--- config.mk ---
export PLATFORM = sky130hd
export DESIGN_NAME = soc_top
export DESIGN_NICKNAME = d
export VERILOG_FILES = /design/src/rtl/soc_top_pkg.sv /design/src/rtl/seq_rom.sv /design/src/rtl/soc_top.sv
export SDC_FILE = /design/constraint.sdc
export NUM_CORES = 1
export LEC_CHECK = 0
export ABC_AREA = 1
export ABC_CLOCK_PERIOD_IN_PS = 3500
export BUFFER_PORTS_ARGS = -buffer_cell sky130_fd_sc_hd__clkbuf_2
export CAP_MARGIN = 10
export CORE_MARGIN = 2
export CORE_UTILIZATION = 54
export CTS_CLUSTER_SIZE = 28
export DETAILED_ROUTE_END_ITERATION = 16
export HOLD_SLACK_MARGIN = 0.08
export PLACE_DENSITY = 0.69
export SLEW_MARGIN = 5
export SYNTH_ARGS = -nofsm -noshare
export SYNTH_HDL_FRONTEND = slang
export SYNTH_SLANG_ARGS = --single-unit
--- constraint.sdc ---
create_clock -name clk -period 3.5 [get_ports clk]
set_input_delay 0.175 -clock clk [delete_from_list [all_inputs] [get_ports clk]]
set_output_delay 0.175 -clock clk [all_outputs]
set_load 0.02 [all_outputs]
--- src/rtl/soc_top_pkg.sv ---
// soc_top_pkg: shared definitions for the ROM-scripted GPIO sequencer.
//   - opcode and FSM state enums
//   - instruction field positions and the packed instruction struct
//   - the default 16-word program image (PROG_ROM) and a helper to encode words
package soc_top_pkg;

  localparam int INSTR_W    = 16;
  localparam int OPCODE_MSB = 15;
  localparam int OPCODE_LSB = 14;
  localparam int IMM_MSB    = 13;
  localparam int IMM_LSB    = 0;
  localparam int IMM_W      = IMM_MSB - IMM_LSB + 1;
  localparam int ROM_WORDS  = 16;

  typedef enum logic [1:0] {
    OP_SET   = 2'b00,
    OP_DELAY = 2'b01,
    OP_ROTL  = 2'b10,
    OP_JUMP  = 2'b11
  } opcode_e;

  typedef enum logic {
    ST_FETCH = 1'b0,
    ST_WAIT  = 1'b1
  } state_e;

  typedef struct packed {
    opcode_e          opcode;
    logic [IMM_W-1:0] imm;
  } instr_t;

  typedef logic [ROM_WORDS-1:0][INSTR_W-1:0] rom_image_t;

  function automatic logic [INSTR_W-1:0] mk_instr(opcode_e op, logic [IMM_W-1:0] imm);
    instr_t i;
    i.opcode = op;
    i.imm    = imm;
    return i;
  endfunction

  // Default program: light bit 0, then rotate it once every 12 cycles forever.
  // Unused words jump back into the loop so a stray pc cannot run off.
  function automatic rom_image_t default_prog();
    rom_image_t p;
    for (int i = 0; i < ROM_WORDS; i++) begin
      p[i] = mk_instr(OP_JUMP, 14'd1);
    end
    p[0] = mk_instr(OP_SET,   14'h01);
    p[1] = mk_instr(OP_DELAY, 14'd9);
    p[2] = mk_instr(OP_ROTL,  14'd0);
    p[3] = mk_instr(OP_JUMP,  14'd1);
    return p;
  endfunction

  localparam rom_image_t PROG_ROM = default_prog();

  // Word returned for addresses past the end of the stored image.
  localparam logic [INSTR_W-1:0] FILL_WORD = {OP_JUMP, 14'd1};

endpackage

--- src/rtl/seq_rom.sv ---
// seq_rom: combinational program ROM for the GPIO sequencer.
//   PROG_DEPTH  number of addressable words (power of two)
//   PROG_IMAGE  program contents, defaults to soc_top_pkg::PROG_ROM
// Ports:
//   addr   in   log2(PROG_DEPTH)  word address (the pc)
//   instr  out  16                instruction word at addr
module seq_rom
  import soc_top_pkg::*;
#(
  parameter int         PROG_DEPTH = 16,
  parameter rom_image_t PROG_IMAGE = PROG_ROM,
  localparam int        PC_W       = $clog2(PROG_DEPTH)
) (
  input  logic [PC_W-1:0]    addr,
  output logic [INSTR_W-1:0] instr
);

  // The stored image holds ROM_WORDS words; a deeper ROM reads FILL_WORD
  // above that, a shallower one simply never reaches the upper words.
  if (PROG_DEPTH <= ROM_WORDS) begin : g_direct
    assign instr = PROG_IMAGE[addr];
  end else begin : g_filled
    always_comb begin
      instr = FILL_WORD;
      if (addr < PC_W'(ROM_WORDS)) begin
        instr = PROG_IMAGE[addr[$clog2(ROM_WORDS)-1:0]];
      end
    end
  end

endmodule

--- src/rtl/soc_top.sv ---
// soc_top: minimal SoC top, a ROM-scripted sequencer driving an 8-bit GPIO bank.
//   PROG_DEPTH  ROM words (power of two), pc width is log2(PROG_DEPTH)
//   DELAY_W     width of the DELAY immediate used and of the delay counter
//   PROG_IMAGE  program contents (defaults to the package PROG_ROM)
// Ports:
//   clk    in   1  system clock, rising edge
//   reset  in   1  synchronous active-high reset
//   gpio   out  8  GPIO pins, straight from gpio_q
// Build option SOC_TOP_GPIO_ACTIVE_LOW_EN: pins drive ~gpio_q (0xFF in reset);
// the program still operates on the true-polarity register.
module soc_top
  import soc_top_pkg::*;
#(
  parameter int         PROG_DEPTH = 16,
  parameter int         DELAY_W    = 14,
  parameter rom_image_t PROG_IMAGE = PROG_ROM
) (
  input  logic       clk,
  input  logic       reset,
  output logic [7:0] gpio
);

  localparam int PC_W = $clog2(PROG_DEPTH);

  state_e             state_q, state_d;
  logic [PC_W-1:0]    pc_q, pc_d;
  logic [DELAY_W-1:0] delay_cnt_q, delay_cnt_d;
  logic [7:0]         gpio_q, gpio_d;
  logic [INSTR_W-1:0] rom_word;
  instr_t             instr;
  logic [PC_W-1:0]    pc_inc;

  seq_rom #(
    .PROG_DEPTH (PROG_DEPTH),
    .PROG_IMAGE (PROG_IMAGE)
  ) u_rom (
    .addr  (pc_q),
    .instr (rom_word)
  );

  assign instr  = instr_t'(rom_word);
  assign pc_inc = pc_q + PC_W'(1);

  always_comb begin
    state_d     = state_q;
    pc_d        = pc_q;
    delay_cnt_d = delay_cnt_q;
    gpio_d      = gpio_q;
    case (state_q)
      ST_FETCH: begin
        case (instr.opcode)
          OP_SET: begin
            gpio_d = instr.imm[7:0];
            pc_d   = pc_inc;
          end
          OP_DELAY: begin
            // DELAY 0 is a one-cycle no-op; otherwise the WAIT state
            // burns the remaining n cycles.
            if (instr.imm[DELAY_W-1:0] == '0) begin
              pc_d = pc_inc;
            end else begin
              delay_cnt_d = instr.imm[DELAY_W-1:0];
              state_d     = ST_WAIT;
            end
          end
          OP_ROTL: begin
            gpio_d = {gpio_q[6:0], gpio_q[7]};
            pc_d   = pc_inc;
          end
          OP_JUMP: begin
            pc_d = instr.imm[PC_W-1:0];
          end
          default: pc_d = pc_inc;
        endcase
      end
      ST_WAIT: begin
        // The edge that sees a count of 1 is the last cycle of the delay.
        if (delay_cnt_q == DELAY_W'(1)) begin
          delay_cnt_d = '0;
          pc_d        = pc_inc;
          state_d     = ST_FETCH;
        end else begin
          delay_cnt_d = delay_cnt_q - DELAY_W'(1);
        end
      end
      default: state_d = ST_FETCH;
    endcase
  end

  always_ff @(posedge clk) begin
    if (reset) begin
      state_q     <= ST_FETCH;
      pc_q        <= '0;
      delay_cnt_q <= '0;
      gpio_q      <= 8'h00;
    end else begin
      state_q     <= state_d;
      pc_q        <= pc_d;
      delay_cnt_q <= delay_cnt_d;
      gpio_q      <= gpio_d;
    end
  end

`ifdef SOC_TOP_GPIO_ACTIVE_LOW_EN
  assign gpio = ~gpio_q;
`else
  assign gpio = gpio_q;
`endif

endmodule

==> metrics.txt, run 1 <==
status=completed; clk_lat worst skew=~320 ps; post-route clock skew=2.83 ps; CP max FO=11; highest metal layer with signal wires=met4; count of inserted antenna diode cells=0; maximum number of pins on one net before global-route repair=18; filler cell count in the final layout=about 270; CP max stage cell=sky130_fd_sc_hd__dfxtp_1; worst slew margin relative to its limit=47.6%; vertical extent of the die=~59 um; total of cells resized after clock tree synthesis=0; leading register cell type out of synthesis=sky130_fd_sc_hd__dfxtp_1; amount of wire on met2 after detailed routing=around 1.4 mm; class of the tightest hold or removal check=in -> reg; met3 WL=202 um; number of vias after detailed routing=1428; residual DRC count=0; number of setup buffers added after CTS=0; cells after synthesis=225; data required time at the worst endpoint=between 3000 and 4000 ps; post-synthesis sequential area ratio=38.4%; sum of routed wire length over all layers=3.21 mm; CTS clock-pin slew for the worst setup and hold paths=~90 ps; dominant cell type by area after synthesis=sky130_fd_sc_hd__dfxtp_1; count of cell types in the netlist=26; Mean Syn Cell Area=7.19 um2; top-level I/O count=10; TritonCTS buffer count=5; overall overflow remaining after global route=0; count of H-tree levels built during CTS=2; routed wirelength normalized by instance count=~12 um; chain of cells forming the critical path=inv_1, nand2_2, inv_2, nor3_1, nand2_1, o21ai_0, nor2_1; TritonRoute pass-1 iters=4; max-capacitance violation count=0; Tcrit/Tclk final=44.3%; DIE AREA=around 3400 um2; final net count=240; clock tree from TritonCTS=yes; Horiz. Die Dim=58.7 um; category of the most critical setup path=reg -> reg; Post-Route M1 WL=1.54 mm; leading cell types by count after synthesis=sky130_fd_sc_hd__nand2_1 (40), sky130_fd_sc_hd__dfxtp_1 (31), sky130_fd_sc_hd__inv_1 (29), sky130_fd_sc_hd__o21ai_0 (22), sky130_fd_sc_hd__a21oi_1 (19); post-DP HPWL=2.37 mm; antenna viol nets, final=0; Final Slew Violations=0; number of flops mapped to enable cells by yosys=0; post-synth design cell area=1620 um2; Net Count, Synth=230; fraction of layout instances using a drive strength above 1=~17%; flop-to-flop setup slack=1950 ps; global-route wire length before repair=approximately 5.6 mm; Yosys warning count=0; most frequently used cell type in the post-synthesis netlist=sky130_fd_sc_hd__nand2_1; gp weighted congestion=0.818; Yosys top cell area share=38.4%; number of standard-cell rows in the floorplan=19; post-detailed-route via-to-cell ratio=5.37; largest stage delay on the critical path=530 ps; maximum clock frequency=645 MHz; #FFs+latches synth=31; arrival time reported for the critical path endpoint=between 1500 and 2000 ps; final-report hold violation count=0; Post-synth ARST share=0%; Synth area leaders=sky130_fd_sc_hd__dfxtp_1 (38%), sky130_fd_sc_hd__nand2_1 (9.3%), sky130_fd_sc_hd__o21ai_0 (6.8%); RSZ-0062 raised after global routing=false; Iter 0 DRT Violations=about 120; minimum clock period=1550 ps; measured slew at the worst slew-check pin=784 ps; global router's overall resource usage=a little over a fifth; # clock sinks=31; Layout Area Growth over Synthesis=6.03%; CP endpoint kind=register; starting utilization of the core area=57.7%; antenna violations before repair=0; via count of the first global-routing pass=1247; Post-Route Setup TNS=0 ps; buffers from clock root to sink, at most=2; total of buffers placed on input and output ports=9; # hold bufs at CTS=0; Worst setup SP type=register; Core Area=2810 um2; root buffer cell=sky130_fd_sc_hd__clkbuf_4; final setup vio count=0
## final cells by class
cell class / count / area, um2 / share of cell area, %
flip-flops and latches: 31 / 621 / 36.2
repair buffers: 9 / 45.0 / 2.63
clock buffers: 6 / 51.3 / 2.99
multi-input cells: 158 / 842 / 49.1
well taps: 31 / 38.8 / 2.26
clock inverters: 1 / 5.00 / 0.292
inverters: 30 / 113 / 6.56
## registers in the layout, indices dropped and copies added, names as in the netlist
signal       count
instr            4
pc_q             4
gpio             8
state_q          1
delay_cnt_q     14
## path summary, 6_finish.rpt
path | depth (start not counted) | startpoint | end
hold / removal | 2 | reset | delay_cnt_q[8]
setup / recovery | 7 | state_q | delay_cnt_q[13]
hold reg to reg | 2 | gpio[3] | gpio[4]
setup reg to reg | 7 | state_q | delay_cnt_q[13]
## through the flow
stage                     cells  setup WS (ps)  hold WS (ps)  utilization (%)  area (um2)
final                       266           1950           146             61.2        1720
after CTS                   266           1950           130             61.2        1720
after detailed placement    259           1960           466             59.1        1660
after global placement      259           2030           455             59.1        1660
after floorplan             225           2220           387                -        1620
after global routing        266           1770           151             61.2        1720
## cells in the final DEF, fill, tap and decap left out
cell type                  count
sky130_fd_sc_hd__a211oi_1      1
sky130_fd_sc_hd__nand2_1      40
sky130_fd_sc_hd__o22ai_1       3
sky130_fd_sc_hd__nand3_1      17
sky130_fd_sc_hd__nand2_2       6
sky130_fd_sc_hd__nor3_1        3
sky130_fd_sc_hd__inv_2         1
sky130_fd_sc_hd__clkbuf_4      5
sky130_fd_sc_hd__o21bai_1      2
sky130_fd_sc_hd__nand4_1       4
sky130_fd_sc_hd__nand2_4       1
sky130_fd_sc_hd__xor2_1        3
sky130_fd_sc_hd__a21oi_1      19
sky130_fd_sc_hd__ha_1          3
sky130_fd_sc_hd__dfxtp_1      31
sky130_fd_sc_hd__nand3_2       6
sky130_fd_sc_hd__nor3b_1       1
sky130_fd_sc_hd__nor2_2        8
sky130_fd_sc_hd__clkbuf_2      9
sky130_fd_sc_hd__o21ai_0      22
sky130_fd_sc_hd__inv_1        29
sky130_fd_sc_hd__clkbuf_8      1
sky130_fd_sc_hd__nor2_4        2
sky130_fd_sc_hd__clkinv_2      1
sky130_fd_sc_hd__nor2_1       16
sky130_fd_sc_hd__o211ai_1      1
## worst max-delay path: cells and delay by family (launching register included)
| family | cells | cell delay, ps |
|---|---|---|
| flops | 1 | 530 |
| compound gates | 1 | 150 |
| buf+inv | 2 | 290 |
| simple gates | 4 | 490 |
## layer usage
metal  vias up  GRT usage, %
li1        753             -
met2        40          31.0
met3         8          5.93
met1       627          29.9
met4         0          8.44
met5         -             0
## cell families after synthesis
logic type	after synthesis	synth area share, %
XOR/XNOR	3	1.62
buffers and inverters	36	9.59
AO/OA/AOI/OAI	48	15.7
flip-flops	31	38.4
AND/OR/NAND/NOR	104	32.4
adder cells (fa/ha/maj)	3	2.32
Power of run 1 is left out: the tool's default activity adds up to more than one toggle a clock period on the data nets, which glitch-free logic cannot reach.
==> inputs of run 2 (changes only) <==
- ABC_CLOCK_PERIOD_IN_PS: 3500 -> 1600
- clock period: 3.5 -> 1.6 ns (I/O delays scaled with it)
==> run 2 against run 1 <==
Cell area is 7.3% higher. Clock skew is 3.6 ps higher. Global-route usage grew 1.8 points. Highest routed layer unchanged. First-iteration DRC count down 20%. Non-clock buffer count increased by 8. Flip-flop and latch count unchanged. Critical path depth rose by 1. Worst hold slack better by 330 ps. Count of clock-buffer cells in the layout stayed put. Sequential share of layout area shrank 2.4 points. Wire length rose by 11%. Core utilization rose by 4.5 points. Critical path type unchanged.
==> metrics.txt, run 2 (synthesis gave the netlist of run 1 again) <==
status=completed; flop-to-flop setup slack=60 ps; buffers from clock root to sink, at most=2; post-detailed-route via-to-cell ratio=5.48; Layout Area Growth over Synthesis=13.8%; highest-count cells in the layout ignoring fill and taps=sky130_fd_sc_hd__nand2_1 (38), sky130_fd_sc_hd__dfxtp_1 (30), sky130_fd_sc_hd__inv_1 (26), sky130_fd_sc_hd__o21ai_0 (22), sky130_fd_sc_hd__a21oi_1 (19); path depth of the worst reg2reg path=8; category of the most critical setup path=reg -> reg; maximum clock frequency=650 MHz; arrival time reported for the critical path endpoint=1760 ps; Crit Reg-Reg Endpoint=delay_cnt_q[12]; Iter 0 DRT Violations=97; post-route clock skew=6.46 ps; most frequent standard cell in the layout excluding fill and tap cells=sky130_fd_sc_hd__nand2_1; total of buffers placed on input and output ports=9; max-capacitance violation count=0; residual DRC count=0; antenna viol nets, final=0; number of vias after detailed routing=~1500; post-DP HPWL=2.50 mm; gp weighted congestion=~0.87; CTS clock-pin slew for the worst setup and hold paths=~100 ps; number of flip-flops under the largest register name=14; RSZ-0062 raised after global routing=true; Biggest register=delay_cnt_q; # clock sinks=31; Horiz. Die Dim=58.7 um; clock tree from TritonCTS=yes; fraction of layout instances using a drive strength above 1=23.8%; Tcrit/Tclk final=96.1%; Final Slew Violations=0; CP endpoint kind=register; Non-Filler Instances=275; number of instances on the worst hold path=2; setup slack after placement=104 ps; sum of routed wire length over all layers=3.55 mm; CP max FO=8; global-route wire length before repair=6.11 mm; Core Area=about 2800 um2; DIE AREA=3450 um2; TritonRoute pass-1 iters=4; final setup vio count=0; top-level I/O count=10; measured slew at the worst slew-check pin=211 ps; overall overflow remaining after global route=0; final net count=248; count of H-tree levels built during CTS=2; class of the tightest hold or removal check=reg -> reg; minimum clock period=about 1500 ps; filler cell count in the final layout=254; via count of the first global-routing pass=1366; TritonCTS buffer count=5; worst slew margin relative to its limit=85.8%; WHS Endpoint=gpio[5]; vertical extent of the die=58.7 um; Hold Path Origin=gpio[4]; count of inserted antenna diode cells=0; Worst setup SP type=register; number of placed instances with taps included=264; starting utilization of the core area=57.7%; clk_lat worst skew=~330 ps; global router's overall resource usage=23.2%; R2R Path Start=delay_cnt_q[2]; maximum number of pins on one net before global-route repair=17; root buffer cell=sky130_fd_sc_hd__clkbuf_4; routed wirelength normalized by instance count=12.9 um; number of standard-cell rows in the floorplan=19; final-report hold violation count=0; data required time at the worst endpoint=about 1800 ps; final setup margin=62.3 ps; antenna violations before repair=0
==> run 2: worst max-delay path, stage by stage, from the launching register on <==
cell	delay (ps)
sky130_fd_sc_hd__dfxtp_1	360
sky130_fd_sc_hd__nor2_2	220
sky130_fd_sc_hd__nand2_1	90
sky130_fd_sc_hd__nor2_2	120
sky130_fd_sc_hd__nand2_2	80
sky130_fd_sc_hd__nand2_4	150
sky130_fd_sc_hd__clkinvlp_4	210
sky130_fd_sc_hd__nand3_2	120
sky130_fd_sc_hd__a21oi_1	70
==> run 2: timing repair <==
action	in CTS	in global routing
resized for setup	0	12
endpoints found under the hold margin	8	0
hold buffers	1	0
endpoints found under the setup margin	0	8
buffers inserted	0	2
==> run 2: metrics by stage <==
stage / TNS, ps / utilization [%] / hold WS (ps) / area (um2)
floorplan: 0 / - / 292 / 1620
global route: -13.7 / 65.6 / 505 / 1840
detailed placement: 0 / 60.5 / 387 / 1700
finish: 0 / 65.6 / 477 / 1840
CTS: 0 / 63.9 / 478 / 1790
global placement: 0 / 60.5 / 389 / 1700
==> run 2: area by class of cell <==
cell class              instances  area [um2]  share of cell area [%]
clock buffers                   6        51.3                    2.79
clock inverters                 2        35.0                    1.90
inverters                      30         116                    6.32
multi-input cells             158         870                    47.2
flip-flops and latches         31         622                    33.8
well taps                      31        38.8                    2.11
repair buffers                 17         108                    5.85
==> run 2: worst max-delay path by stage <==
stage | from | endpoint | slack (ps)
after global routing | delay_cnt_q[3] | delay_cnt_q[13] | -9
final | delay_cnt_q[2] | delay_cnt_q[12] | 60
after CTS | delay_cnt_q[0] | delay_cnt_q[12] | 40
after global placement | delay_cnt_q[1] | delay_cnt_q[2] | 140
after floorplan | delay_cnt_q[0] | delay_cnt_q[10] | 320
after detailed placement | delay_cnt_q[0] | delay_cnt_q[10] | 100
==> run 2: layer usage <==
metal  wire length [um]  track usage [%]
met3                183             6.81
met2               1670             35.6
met1               1630             31.4
met5                  0                0
met4                 69             7.14
Power of run 2 is left out for the same reason.
